## config.mk

```make
export PLATFORM = sky130hd
export DESIGN_NAME = mdio_responder
export DESIGN_NICKNAME = d
export VERILOG_FILES = /design/src/rtl/mdio_pkg.sv /design/src/rtl/mdio_edge_sync.sv /design/src/rtl/mdio_responder.sv
export SDC_FILE = /design/constraint.sdc
export NUM_CORES = 1
export LEC_CHECK = 0
export ABC_AREA = 1
export CELL_PAD_IN_SITES_DETAIL_PLACEMENT = 1
export CELL_PAD_IN_SITES_GLOBAL_PLACEMENT = 2
export CORE_ASPECT_RATIO = 1.4
export CORE_MARGIN = 2
export CORE_UTILIZATION = 40
export DETAILED_ROUTE_END_ITERATION = 6
export PLACE_DENSITY = 0.87
export SLEW_MARGIN = 20
export SYNTH_ARGS = -nofsm -noshare
export SYNTH_HDL_FRONTEND = slang
export SYNTH_SLANG_ARGS = --single-unit
```

## constraint.sdc

```tcl
create_clock -name clk -period 5.6 [get_ports clk]
set_input_delay 1.12 -clock clk [delete_from_list [all_inputs] [get_ports clk]]
set_output_delay 1.12 -clock clk [all_outputs]
set_load 0.01 [all_outputs]
```

## src/rtl/mdio_pkg.sv

```systemverilog
// mdio_pkg: shared constants for the Clause-22 MDIO responder and controller.
//   Frame codes (ST/OP/TA), field widths, FSM state encodings, frame bit
//   indices and the ID register indices.
package mdio_pkg;

    localparam int ADDR_W     = 5;
    localparam int DATA_W     = 16;
    localparam int NUM_REGS   = 32;

    localparam logic [1:0] ST_CODE = 2'b01;
    localparam logic [1:0] OP_WR   = 2'b01;
    localparam logic [1:0] OP_RD   = 2'b10;
    localparam logic [1:0] TA_WR   = 2'b10;

    localparam logic [4:0] REG_ID_HI = 5'd2;
    localparam logic [4:0] REG_ID_LO = 5'd3;

    // FSM state encodings (legacy-compatible constants)
    localparam logic [2:0] S_IDLE  = 3'd0;
    localparam logic [2:0] S_ST    = 3'd1;
    localparam logic [2:0] S_OP    = 3'd2;
    localparam logic [2:0] S_PHYAD = 3'd3;
    localparam logic [2:0] S_REGAD = 3'd4;
    localparam logic [2:0] S_TA    = 3'd5;
    localparam logic [2:0] S_DATA  = 3'd6;
    localparam logic [2:0] S_SKIP  = 3'd7;

    // Frame bit index of the last bit of each field (ST bit 0 is index 0)
    localparam logic [4:0] IDX_OP_END  = 5'd3;
    localparam logic [4:0] IDX_PHY_END = 5'd8;
    localparam logic [4:0] IDX_REG_END = 5'd13;
    localparam logic [4:0] IDX_TA1     = 5'd14;
    localparam logic [4:0] IDX_TA2     = 5'd15;
    localparam logic [4:0] IDX_LAST    = 5'd31;

    // True for the read-only PHY identifier registers
    function automatic logic is_id_reg(input logic [4:0] addr);
        return (addr == REG_ID_HI) || (addr == REG_ID_LO);
    endfunction

endpackage

```

## src/rtl/mdio_edge_sync.sv

```systemverilog
// mdio_edge_sync: synchronizes mdc and mdio into the clk domain and flags
//   mdc rising/falling edges on the synchronized copy. Both inputs go through
//   the same number of flops so the sampled data bit lines up with the edge.
// Ports:
//   clk, reset    system clock, synchronous active-low reset
//   i_mdc, i_mdio asynchronous management clock / data
//   o_mdc_rise    one-clk pulse on synchronized mdc 0->1
//   o_mdc_fall    one-clk pulse on synchronized mdc 1->0
//   o_mdio        synchronized mdio
module mdio_edge_sync #(
    parameter int SYNC_STAGES = 2
) (
    input  logic clk,
    input  logic reset,
    input  logic i_mdc,
    input  logic i_mdio,
    output logic o_mdc_rise,
    output logic o_mdc_fall,
    output logic o_mdio
);

    logic [SYNC_STAGES-1:0] r_mdc_sync;
    logic [SYNC_STAGES-1:0] r_mdio_sync;
    logic                   r_mdc_prev;

    // Synchronizer chains plus the delayed mdc copy for edge detection
    always_ff @(posedge clk) begin
        if (!reset) begin
            r_mdc_sync  <= '0;
            r_mdio_sync <= '0;
            r_mdc_prev  <= 1'b0;
        end else begin
            r_mdc_sync  <= {r_mdc_sync[SYNC_STAGES-2:0], i_mdc};
            r_mdio_sync <= {r_mdio_sync[SYNC_STAGES-2:0], i_mdio};
            r_mdc_prev  <= r_mdc_sync[SYNC_STAGES-1];
        end
    end

    assign o_mdc_rise = r_mdc_sync[SYNC_STAGES-1] & ~r_mdc_prev;
    assign o_mdc_fall = ~r_mdc_sync[SYNC_STAGES-1] & r_mdc_prev;
    assign o_mdio     = r_mdio_sync[SYNC_STAGES-1];

endmodule

```

## src/rtl/mdio_responder.sv

```systemverilog
// mdio_responder: PHY-side Clause-22 MDIO responder with a 32x16 register
//   file. Decodes ST/OP/PHYAD/REGAD/TA/DATA frames sampled on mdc rise,
//   writes the register file on write frames and serializes read data on
//   mdc fall. Regs 2/3 are read-only PHY identifiers.
// Optional feature: MDIO_PREAMBLE_EN requires >=32 consecutive 1s in IDLE
//   before a 0 is accepted as the start of frame.
// Ports:
//   clk, reset           system clock, synchronous active-low reset
//   mdc, mdio_in         management clock / serial data from controller
//   mdio_out, mdio_oe    serial read data and its drive enable
//   wr_stb/addr/data     one-clk write pulse with REGAD and data of last write
//   frame_err            one-clk pulse on bad ST/OP or bad write TA
//   usr_addr, usr_rdata  local combinational read port
module mdio_responder
    import mdio_pkg::*;
#(
    parameter logic [4:0]  PHY_ADDR    = 5'd1,
    parameter logic [15:0] PHY_ID_HI   = 16'h0022,
    parameter logic [15:0] PHY_ID_LO   = 16'h1620,
    parameter int          SYNC_STAGES = 2
) (
    input  logic        clk,
    input  logic        reset,
    input  logic        mdc,
    input  logic        mdio_in,
    output logic        mdio_out,
    output logic        mdio_oe,
    output logic        wr_stb,
    output logic [4:0]  wr_addr,
    output logic [15:0] wr_data,
    output logic        frame_err,
    input  logic [4:0]  usr_addr,
    output logic [15:0] usr_rdata
);

    logic        w_rise;
    logic        w_fall;
    logic        w_mdio;

    logic [2:0]  r_state;
    logic [4:0]  r_bit_cnt;
    logic [14:0] r_shift;
    logic        r_is_rd;
    logic [4:0]  r_regad;
    logic [15:0] r_rd_data;
    logic        r_wr_stb;
    logic [4:0]  r_wr_addr;
    logic [15:0] r_wr_data;
    logic        r_frame_err;
    logic [15:0] r_regfile [NUM_REGS];
    logic [16:0] r_out_sr;
    logic [4:0]  r_out_cnt;
    logic        r_mdio_out;
    logic        r_mdio_oe;
`ifdef MDIO_PREAMBLE_EN
    logic [5:0]  r_pre_cnt;
`endif

    logic        w_rf_we;
    logic [15:0] w_rf_wdata;
    logic        w_rd_load;
    logic [15:0] w_reg_word;

    mdio_edge_sync #(.SYNC_STAGES(SYNC_STAGES)) u_sync (
        .clk        (clk),
        .reset      (reset),
        .i_mdc      (mdc),
        .i_mdio     (mdio_in),
        .o_mdc_rise (w_rise),
        .o_mdc_fall (w_fall),
        .o_mdio     (w_mdio)
    );

    assign w_rf_wdata = {r_shift, w_mdio};
    assign w_rf_we    = w_rise && (r_state == S_DATA) && (r_bit_cnt == IDX_LAST)
                        && !r_is_rd && !is_id_reg(r_regad);
    // Read shifter loads on TA bit 1 so the first drive lands on the next fall
    assign w_rd_load  = w_rise && (r_state == S_TA) && (r_bit_cnt == IDX_TA1) && r_is_rd;

    // Register word addressed by the REGAD field currently being completed
    always_comb begin
        w_reg_word = 16'h0000;
        if ({r_shift[3:0], w_mdio} == REG_ID_HI) begin
            w_reg_word = PHY_ID_HI;
        end else if ({r_shift[3:0], w_mdio} == REG_ID_LO) begin
            w_reg_word = PHY_ID_LO;
        end else begin
            w_reg_word = r_regfile[{r_shift[3:0], w_mdio}];
        end
    end

    // Local read port, independent of MDIO traffic
    always_comb begin
        usr_rdata = 16'h0000;
        if (usr_addr == REG_ID_HI) begin
            usr_rdata = PHY_ID_HI;
        end else if (usr_addr == REG_ID_LO) begin
            usr_rdata = PHY_ID_LO;
        end else begin
            usr_rdata = r_regfile[usr_addr];
        end
    end

    // Register file storage
    always_ff @(posedge clk) begin
        if (!reset) begin
            for (int i = 0; i < NUM_REGS; i++) begin
                r_regfile[i] <= 16'h0000;
            end
        end else if (w_rf_we) begin
            r_regfile[r_regad] <= w_rf_wdata;
        end else begin
            r_regfile[r_regad] <= r_regfile[r_regad];
        end
    end

    // Frame decode FSM, advanced by sampled mdc rising edges
    always_ff @(posedge clk) begin
        if (!reset) begin
            r_state     <= S_IDLE;
            r_bit_cnt   <= 5'd0;
            r_shift     <= 15'd0;
            r_is_rd     <= 1'b0;
            r_regad     <= 5'd0;
            r_rd_data   <= 16'h0000;
            r_wr_stb    <= 1'b0;
            r_wr_addr   <= 5'd0;
            r_wr_data   <= 16'h0000;
            r_frame_err <= 1'b0;
`ifdef MDIO_PREAMBLE_EN
            r_pre_cnt   <= 6'd0;
`endif
        end else begin
            r_wr_stb    <= 1'b0;
            r_frame_err <= 1'b0;
            if (w_rise) begin
                r_shift   <= {r_shift[13:0], w_mdio};
                r_bit_cnt <= r_bit_cnt + 5'd1;
                case (r_state)
                    S_IDLE: begin
`ifdef MDIO_PREAMBLE_EN
                        // A 0 only starts a frame after a full preamble
                        if (w_mdio) begin
                            r_bit_cnt <= 5'd0;
                            if (r_pre_cnt != 6'd32) begin
                                r_pre_cnt <= r_pre_cnt + 6'd1;
                            end else begin
                                r_pre_cnt <= r_pre_cnt;
                            end
                        end else if (r_pre_cnt == 6'd32) begin
                            r_state   <= S_ST;
                            r_bit_cnt <= 5'd1;
                            r_pre_cnt <= 6'd0;
                        end else begin
                            r_bit_cnt <= 5'd0;
                            r_pre_cnt <= 6'd0;
                        end
`else
                        if (!w_mdio) begin
                            r_state   <= S_ST;
                            r_bit_cnt <= 5'd1;
                        end else begin
                            r_bit_cnt <= 5'd0;
                        end
`endif
                    end
                    S_ST: begin
                        if (w_mdio) begin
                            r_state <= S_OP;
                        end else begin
                            r_frame_err <= 1'b1;
                            r_state     <= S_IDLE;
                            r_bit_cnt   <= 5'd0;
                        end
                    end
                    S_OP: begin
                        if (r_bit_cnt == IDX_OP_END) begin
                            if ({r_shift[0], w_mdio} == OP_WR) begin
                                r_is_rd <= 1'b0;
                                r_state <= S_PHYAD;
                            end else if ({r_shift[0], w_mdio} == OP_RD) begin
                                r_is_rd <= 1'b1;
                                r_state <= S_PHYAD;
                            end else begin
                                r_frame_err <= 1'b1;
                                r_state     <= S_SKIP;
                            end
                        end else begin
                            r_state <= S_OP;
                        end
                    end
                    S_PHYAD: begin
                        if (r_bit_cnt == IDX_PHY_END) begin
                            if ({r_shift[3:0], w_mdio} == PHY_ADDR) begin
                                r_state <= S_REGAD;
                            end else begin
                                r_state <= S_SKIP;
                            end
                        end else begin
                            r_state <= S_PHYAD;
                        end
                    end
                    S_REGAD: begin
                        if (r_bit_cnt == IDX_REG_END) begin
                            r_regad   <= {r_shift[3:0], w_mdio};
                            r_rd_data <= w_reg_word;
                            r_state   <= S_TA;
                        end else begin
                            r_state <= S_REGAD;
                        end
                    end
                    S_TA: begin
                        if (r_bit_cnt == IDX_TA2) begin
                            if (!r_is_rd && ({r_shift[0], w_mdio} != TA_WR)) begin
                                r_frame_err <= 1'b1;
                                r_state     <= S_SKIP;
                            end else begin
                                r_state <= S_DATA;
                            end
                        end else begin
                            r_state <= S_TA;
                        end
                    end
                    S_DATA: begin
                        if (r_bit_cnt == IDX_LAST) begin
                            if (w_rf_we) begin
                                r_wr_stb  <= 1'b1;
                                r_wr_addr <= r_regad;
                                r_wr_data <= w_rf_wdata;
                            end else begin
                                r_wr_stb  <= 1'b0;
                            end
                            r_state   <= S_IDLE;
                            r_bit_cnt <= 5'd0;
                        end else begin
                            r_state <= S_DATA;
                        end
                    end
                    S_SKIP: begin
                        // Swallow the rest of a foreign or bad frame so its
                        // data bits cannot look like a new start of frame
                        if (r_bit_cnt == IDX_LAST) begin
                            r_state   <= S_IDLE;
                            r_bit_cnt <= 5'd0;
                        end else begin
                            r_state <= S_SKIP;
                        end
                    end
                    default: begin
                        r_state   <= S_IDLE;
                        r_bit_cnt <= 5'd0;
                    end
                endcase
            end else begin
                r_state <= r_state;
            end
        end
    end

    // Read serializer: TA zero, 16 data bits, then release, all on mdc fall
    always_ff @(posedge clk) begin
        if (!reset) begin
            r_out_sr   <= 17'd0;
            r_out_cnt  <= 5'd0;
            r_mdio_out <= 1'b0;
            r_mdio_oe  <= 1'b0;
        end else if (w_rd_load) begin
            r_out_sr  <= {1'b0, r_rd_data};
            r_out_cnt <= 5'd17;
        end else if (w_fall) begin
            if (r_out_cnt != 5'd0) begin
                r_mdio_oe  <= 1'b1;
                r_mdio_out <= r_out_sr[16];
                r_out_sr   <= {r_out_sr[15:0], 1'b0};
                r_out_cnt  <= r_out_cnt - 5'd1;
            end else begin
                r_mdio_oe  <= 1'b0;
                r_mdio_out <= 1'b0;
            end
        end else begin
            r_out_cnt <= r_out_cnt;
        end
    end

    assign mdio_out  = r_mdio_out;
    assign mdio_oe   = r_mdio_oe;
    assign wr_stb    = r_wr_stb;
    assign wr_addr   = r_wr_addr;
    assign wr_data   = r_wr_data;
    assign frame_err = r_frame_err;

endmodule

```

==> flow_metrics.tcl, run 1 <==
set metrics [dict create \
    status "complete, no violations" \
    ys_top_cells_by_area "edfxtp_1 48%, nand2_1 8.3%, nor2_1 6.4%, dfxtp_1 6.1%, o21ai_0 4.3%" \
    avgRoutedWirePerCell_um 26.93 \
    p_leak_uw 0.01321 \
    cp-start-kind "input port" \
    grt_pass1_wl_um 188700 \
    via_per_inst 5.900 \
    final_common_cell "nand2_1" \
    synth_top_cell_area_share_pct 48.20 \
    grt_max_degree 137 \
    synth_area_per_cell_um2 8.568 \
    hold_class "reg -> reg" \
    worst_slew_margin_rel_pct 25.04 \
    fmax_ghz 0.1966 \
    syn_inst 3723 \
    drv_slew 0 \
    grt_pass1_vias 28690 \
    drive_gt1_share_pct 8.392 \
    tightest_slew_ns 1.118 \
    synthArstFlopShare_pct 0 \
    rsz0062_at_grt "false" \
    drtIter0Drc 2429 \
    holdWs_ns 0.4066 \
    crit_family "buffers and inverters" \
    final_cell_mix "705 x nand2_1, 539 x nor2_1, 512 x edfxtp_1" \
    synth_warnings 0 \
    clock_skew_ns 0.01742 \
    holdBufCountCts 0 \
    max-clock-path-buffers 3 \
    ir_drop_mv 0.2132 \
    io_buffers 49 \
    insertion_delay_ns 0.63 \
    cpPeakStageDelay_ns 0.59 \
    hold_viol 0 \
    fin_tns_setup_ns 0 \
    synth_edf_count 512 \
    drcViolationCount 0 \
    path_cells "buf_4 -> nand2_1 -> inv_4 -> buf_4 -> buf_4 -> a22oi_1 -> nand3_1 -> nand3_1 -> nand3_1 -> nand2_1 -> nor2_1 -> clkdlybuf4s50_1" \
    post_cts_buffers 0 \
    post_cts_resized 0 \
    setup_violations 0 \
    synthToLayoutAreaGrowth_pct 11.57 \
    synthFlopType "edfxtp_1" \
    fp.dieArea_um2 82050 \
    synth_top_cell_by_area "edfxtp_1" \
    ys_seq_elements 609 \
    rows 122 \
    root_buffer "clkbuf_16" \
    grtUsageTotal_pct 31.03 \
    cap_violations 0 \
    io_pins 50 \
    coreArea_um2 79070 \
    die_h_um 338.1 \
    antenna_found_initial 2 \
    worstSetupPathType "in -> out" \
    start_util_pct 40.34 \
    fin_nets 3676 \
    cp_max_fo 26 \
    cts_buffers 67 \
    fin_ws_ns 0.5125 \
    grt-ovfl-total 0 \
    finalWeightedCongestion 0.8841 \
    worstPathRequired_ns 4.48 \
    arrival_ns 3.97 \
    pre_cts_ws_ns 0.5706 \
    syn_area_um2 31900 \
    clk_pin_slew_ns 0.05 \
    die_width_um 242.7 \
    dp_hpwl_um 82030 \
    num_vias 28100 \
    yosysSeqAreaShare_pct 54.29 \
    cts.sinks 609 \
    cts_tree "yes" \
    drtAntennaViolNets 0 \
    ys_types 46 \
    wirelength_um 128300 \
    ctsHtreeMaxLevel 3 \
    min_period_ns 5.088 \
    dr.pass1.iters 6 \
    critical_path_buf_inv_count 5 \
    fin_crit_sh_pct 90.85 \
    endpoint_kind "output port" \
    cellPowerDensity_nw_per_um2 311.1 \
    slowest_stage "clkdlybuf4s50_1" \
]
-- logic make-up after synthesis --
family	synth area share, %
compound gates	15.16
buf+inv	8.127
other cells	0.01176
simple gates	21.99
fa+ha+maj	0.4315
flops	54.29
-- Yosys cell counts (all sizes together) (2+ instances only) --
cell,number
clkbuf,223
a31oi,2
nor2,604
o221ai,10
nand4,30
a22oi,37
a21oi,249
o21ai,276
o2111ai,42
nand3b,4
nand2,739
o21bai,13
nor3,20
nand3,244
buf,78
nor4,3
dfxtp,97
o211ai,167
clkinv,8
ha,11
a221oi,4
nor3b,2
a211oi,7
inv,335
edfxtp,512
-- area by class of cell --
type                       count  area (um^2)
sequential                   609        17330
fill                        9331        43480
tap                         1054         1319
clock buffer                  95         1937
multi-input combinational   2501        12150
clock inverter                24        289.0
inverter                     343         1301
antenna                        2        5.005
timing repair buffer         134         1266
-- registers in the layout (all words and copies together) (netlist names) --
register,flops
r_out_sr,17
r_state,3
r_regfile,512
wr_data,16
wr_addr,5
r_out_cnt,5
mdio_out,1
u_sync.r_mdc_sync,2
mdio_oe,1
u_sync.r_mdio_sync,2
r_bit_cnt,5
r_shift,15
u_sync.r_mdc_prev,1
r_rd_data,16
r_regad,5
frame_err,1
r_is_rd,1
wr_stb,1
-- path summary, 6_finish.rpt --
check	start	endpoint	slack, ns	cells past startpoint
setup reg to reg	u_sync.r_mdc_sync[1]	r_regfile[6][10]	1.58	10
hold / removal	u_sync.r_mdio_sync[0]	u_sync.r_mdio_sync[1]	0.41	2
hold reg to reg	u_sync.r_mdio_sync[0]	u_sync.r_mdio_sync[1]	0.41	2
setup / recovery	usr_addr[1]	usr_rdata[0]	0.51	12
-- per-stage QoR --
| stage | std cells | utilization, % | total power [uW] | cell area [um^2] |
|---|---|---|---|---|
| 2_1_floorplan | 3754 | - | 5942 | 32010 |
| 3_3_place_gp | 4641 | 42.17 | 6476 | 33350 |
| 3_5_place_dp | 4641 | 42.18 | 6496 | 33350 |
| 4_1_cts | 4760 | 44.99 | 11080 | 35580 |
| 5_1_grt | 4761 | 45.01 | 11360 | 35590 |
| 6_report | 4762 | 45.01 | 11070 | 35590 |
-- report_power, final --
part | switching [uW] | total (uW) | internal, uW
clock | 1920 | 4640 | 2730
sequential | 115 | 5220 | 5110
combinational | 903 | 1210 | 303
total | 2930 | 11100 | 8140
-- worst register-to-register path: stages, from the launching register on --
cell	delay, ns
dfxtp_1	0.37
nand2_2	0.47
clkinv_2	0.28
nand2_1	0.12
nor2_2	0.15
nand4_4	0.15
nor2_4	0.17
nand2_1	0.09
inv_2	0.41
nand2_2	0.46
nand2_1	0.93
-- routing by layer --
layer / GRT usage, % / routed length, um
met1: 35.60 / 47320
met2: 53.78 / 63280
met3: 3.845 / 7727
met4: 21.52 / 9928
met5: 0 / 8
Note: power is estimated with default switching activity, not from simulation.
==> run 2: changes to the inputs <==
--- a/config.mk
+++ b/config.mk
@@ -12,6 +12,7 @@
 export CORE_MARGIN = 2
 export CORE_UTILIZATION = 40
 export DETAILED_ROUTE_END_ITERATION = 6
+export GPL_ROUTABILITY_DRIVEN = 0
 export PLACE_DENSITY = 0.87
 export SLEW_MARGIN = 20
 export SYNTH_ARGS = -nofsm -noshare
==> constraint.sdc (replaced) <==
create_clock -name clk -period 5.9 [get_ports clk]
set_input_delay 1.18 -clock clk [delete_from_list [all_inputs] [get_ports clk]]
set_output_delay 1.18 -clock clk [all_outputs]
set_load 0.01 [all_outputs]
==> run 2 against run 1 <==
  * Critical path depth down 1
  * Routed wire length about the same
  * Sequential share of layout area rose by 0.25 points
  * Die area did not move
  * Via count fell by 0.75%
  * Clock-buffer cell count down 8
  * Flip-flop and latch count unchanged
  * Final cell count decreased by 0.31%
  * Combinational power fell by 5%
  * Sequential power is 5.2% lower
  * Global-route usage fell by 0.22 points
  * Core utilization decreased by 0.23 points
==> flow_metrics.tcl, run 2 (same netlist as run 1, synthesis figures left out) <==
set metrics [dict create \
    worstSetupPathType "in -> out" \
    holdBufCountCts 0 \
    r2r_end "r_regfile[11][15]" \
    min_to "u_sync.r_mdio_sync[1]" \
    hold_start "u_sync.r_mdio_sync[0]" \
    cp-start-kind "input port" \
    status "complete, no violations" \
    cts_tree "yes" \
    internal-power_uw 7589 \
    drcViolationCount 0 \
    grt_max_degree 153 \
    synthToLayoutAreaGrowth_pct 11.00 \
    fin_tns_setup_ns 0 \
    largestRegisters "r_regfile x512, r_out_sr x17" \
    cap_violations 0 \
    fmax_ghz 0.1928 \
    largest-register "r_regfile" \
    clk_pin_slew_ns 0.06 \
    rsz0062_at_grt "false" \
    largest_register_ffs 512 \
    cellPowerDensity_nw_per_um2 293.8 \
    clkPwrFrac_pct 41.4 \
    min_period_ns 5.187 \
    fin_nets 3660 \
    cp_max_fo 38 \
    rows 122 \
    finalPower_uw 10400 \
    hold_viol 0 \
    worst-r2r-cell-count 8 \
    die_width_um 242.7 \
    antenna_found_initial 0 \
    instances_no_fill 4747 \
    num_vias 27890 \
    ir_drop_mv 0.1818 \
    p_leak_uw 0.01311 \
    post_cts_resized 0 \
    pwr-share-comb_pct 11.1 \
    insertion_delay_ns 0.65 \
    cts.sinks 609 \
    dp_hpwl_um 80150 \
    antenna_cells 0 \
    post_cts_buffers 0 \
    die_h_um 338.1 \
    max-clock-path-buffers 3 \
    start_util_pct 40.34 \
    reg2reg_slack_ns 1.54 \
    share_seq_of_total_power_pct 47.6 \
    drtIter0Drc 2540 \
    grtUsageTotal_pct 30.81 \
    final_cell_mix "706 x nand2_1, 539 x nor2_1, 512 x edfxtp_1" \
    clock_skew_ns 0.03009 \
    coreArea_um2 79070 \
    ctsHtreeMaxLevel 3 \
    worstPathRequired_ns 4.72 \
    root_buffer "clkbuf_16" \
    reg2reg_from "u_sync.r_mdc_sync[1]" \
    fin_crit_sh_pct 87.92 \
    setup_violations 0 \
    fp.dieArea_um2 82050 \
    drv_slew 0 \
    dr.pass1.iters 5 \
    placedCellCount 4625 \
    cts_buffers 67 \
    drive_gt1_share_pct 7.961 \
    fin_ws_ns 0.7129 \
    grt-ovfl-total 0 \
    grt_pass1_wl_um 186400 \
    via_per_inst 5.874 \
    drtAntennaViolNets 0 \
    worst_slew_margin_rel_pct 20.57 \
    avgRoutedWirePerCell_um 27.02 \
    grt_pass1_vias 28220 \
    wirelength_um 128300 \
    hold_class "reg -> reg" \
    holdPathStages 2 \
    arrival_ns 4.01 \
    tightest_slew_ns 1.188 \
    switching_share_pct 27.05 \
    final_common_cell "nand2_1" \
    pre_cts_ws_ns 0.8162 \
    io_buffers 49 \
    endpoint_kind "output port" \
    io_pins 50 \
    switchingPower_uw 2815 \
]
-- run 2: power groups by stage --
| stage | logic (uW) | clock network (uW) | registers, uW |
|---|---|---|---|
| 2_1_floorplan | 650 | 0 | 4990 |
| 3_3_place_gp | 1120 | 0 | 5030 |
| 3_5_place_dp | 1130 | 0 | 5040 |
| 4_1_cts | 1140 | 4350 | 4950 |
| 5_1_grt | 1230 | 4480 | 4970 |
| 6_report | 1150 | 4300 | 4950 |
-- run 2: per-layer routing --
metal,track usage [%],vias up,wire [um]
li1,-,12460,-
met2,52.07,1098,62020
met3,3.789,400,7731
met1,35.37,13930,47260
met4,24.21,0,11270
met5,0,-,0
-- run 2: worst max-delay path: stages --
cell             delay (ns)
buf_4                  0.33
nand2_4                0.33
inv_2                  0.19
buf_12                 0.25
a22oi_1                0.14
nand3_1                0.12
nand3_1                0.10
nand3_1                0.17
nand2_1                0.07
nor2_1                 0.40
clkdlybuf4s50_1        0.63
-- run 2: area by class of cell --
class	instances	area (um^2)
Fill cell	9383	43660
Sequential cell	609	17330
Multi-Input combinational cell	2501	12140
Clock buffer	87	1826
Tap cell	1054	1319
Inverter	343	1301
Timing Repair Buffer	118	1146
Clock inverter	35	350.3
-- run 2: how the worst max path moves through the flow --
stage	start	endpoint	slack, ns	depth (start not counted)
after detailed placement	usr_addr[1]	usr_rdata[8]	0.82	11
after CTS	usr_addr[1]	usr_rdata[8]	0.80	11
after floorplan	usr_addr[0]	usr_rdata[14]	2.10	13
final	usr_addr[1]	usr_rdata[8]	0.71	11
after global placement	usr_addr[1]	usr_rdata[8]	0.81	10
after global routing	usr_addr[3]	usr_rdata[10]	0.69	12
-- run 2: through the flow --
| stage | hold slack (ns) | cell area, um^2 | utilization [%] |
|---|---|---|---|
| floorplan | 0.3905 | 32010 | - |
| global placement | 0.4087 | 33230 | 42.02 |
| detailed placement | 0.4042 | 33230 | 42.02 |
| CTS | 0.4133 | 35400 | 44.77 |
| global route | 0.4266 | 35410 | 44.78 |
| finish | 0.4084 | 35410 | 44.78 |
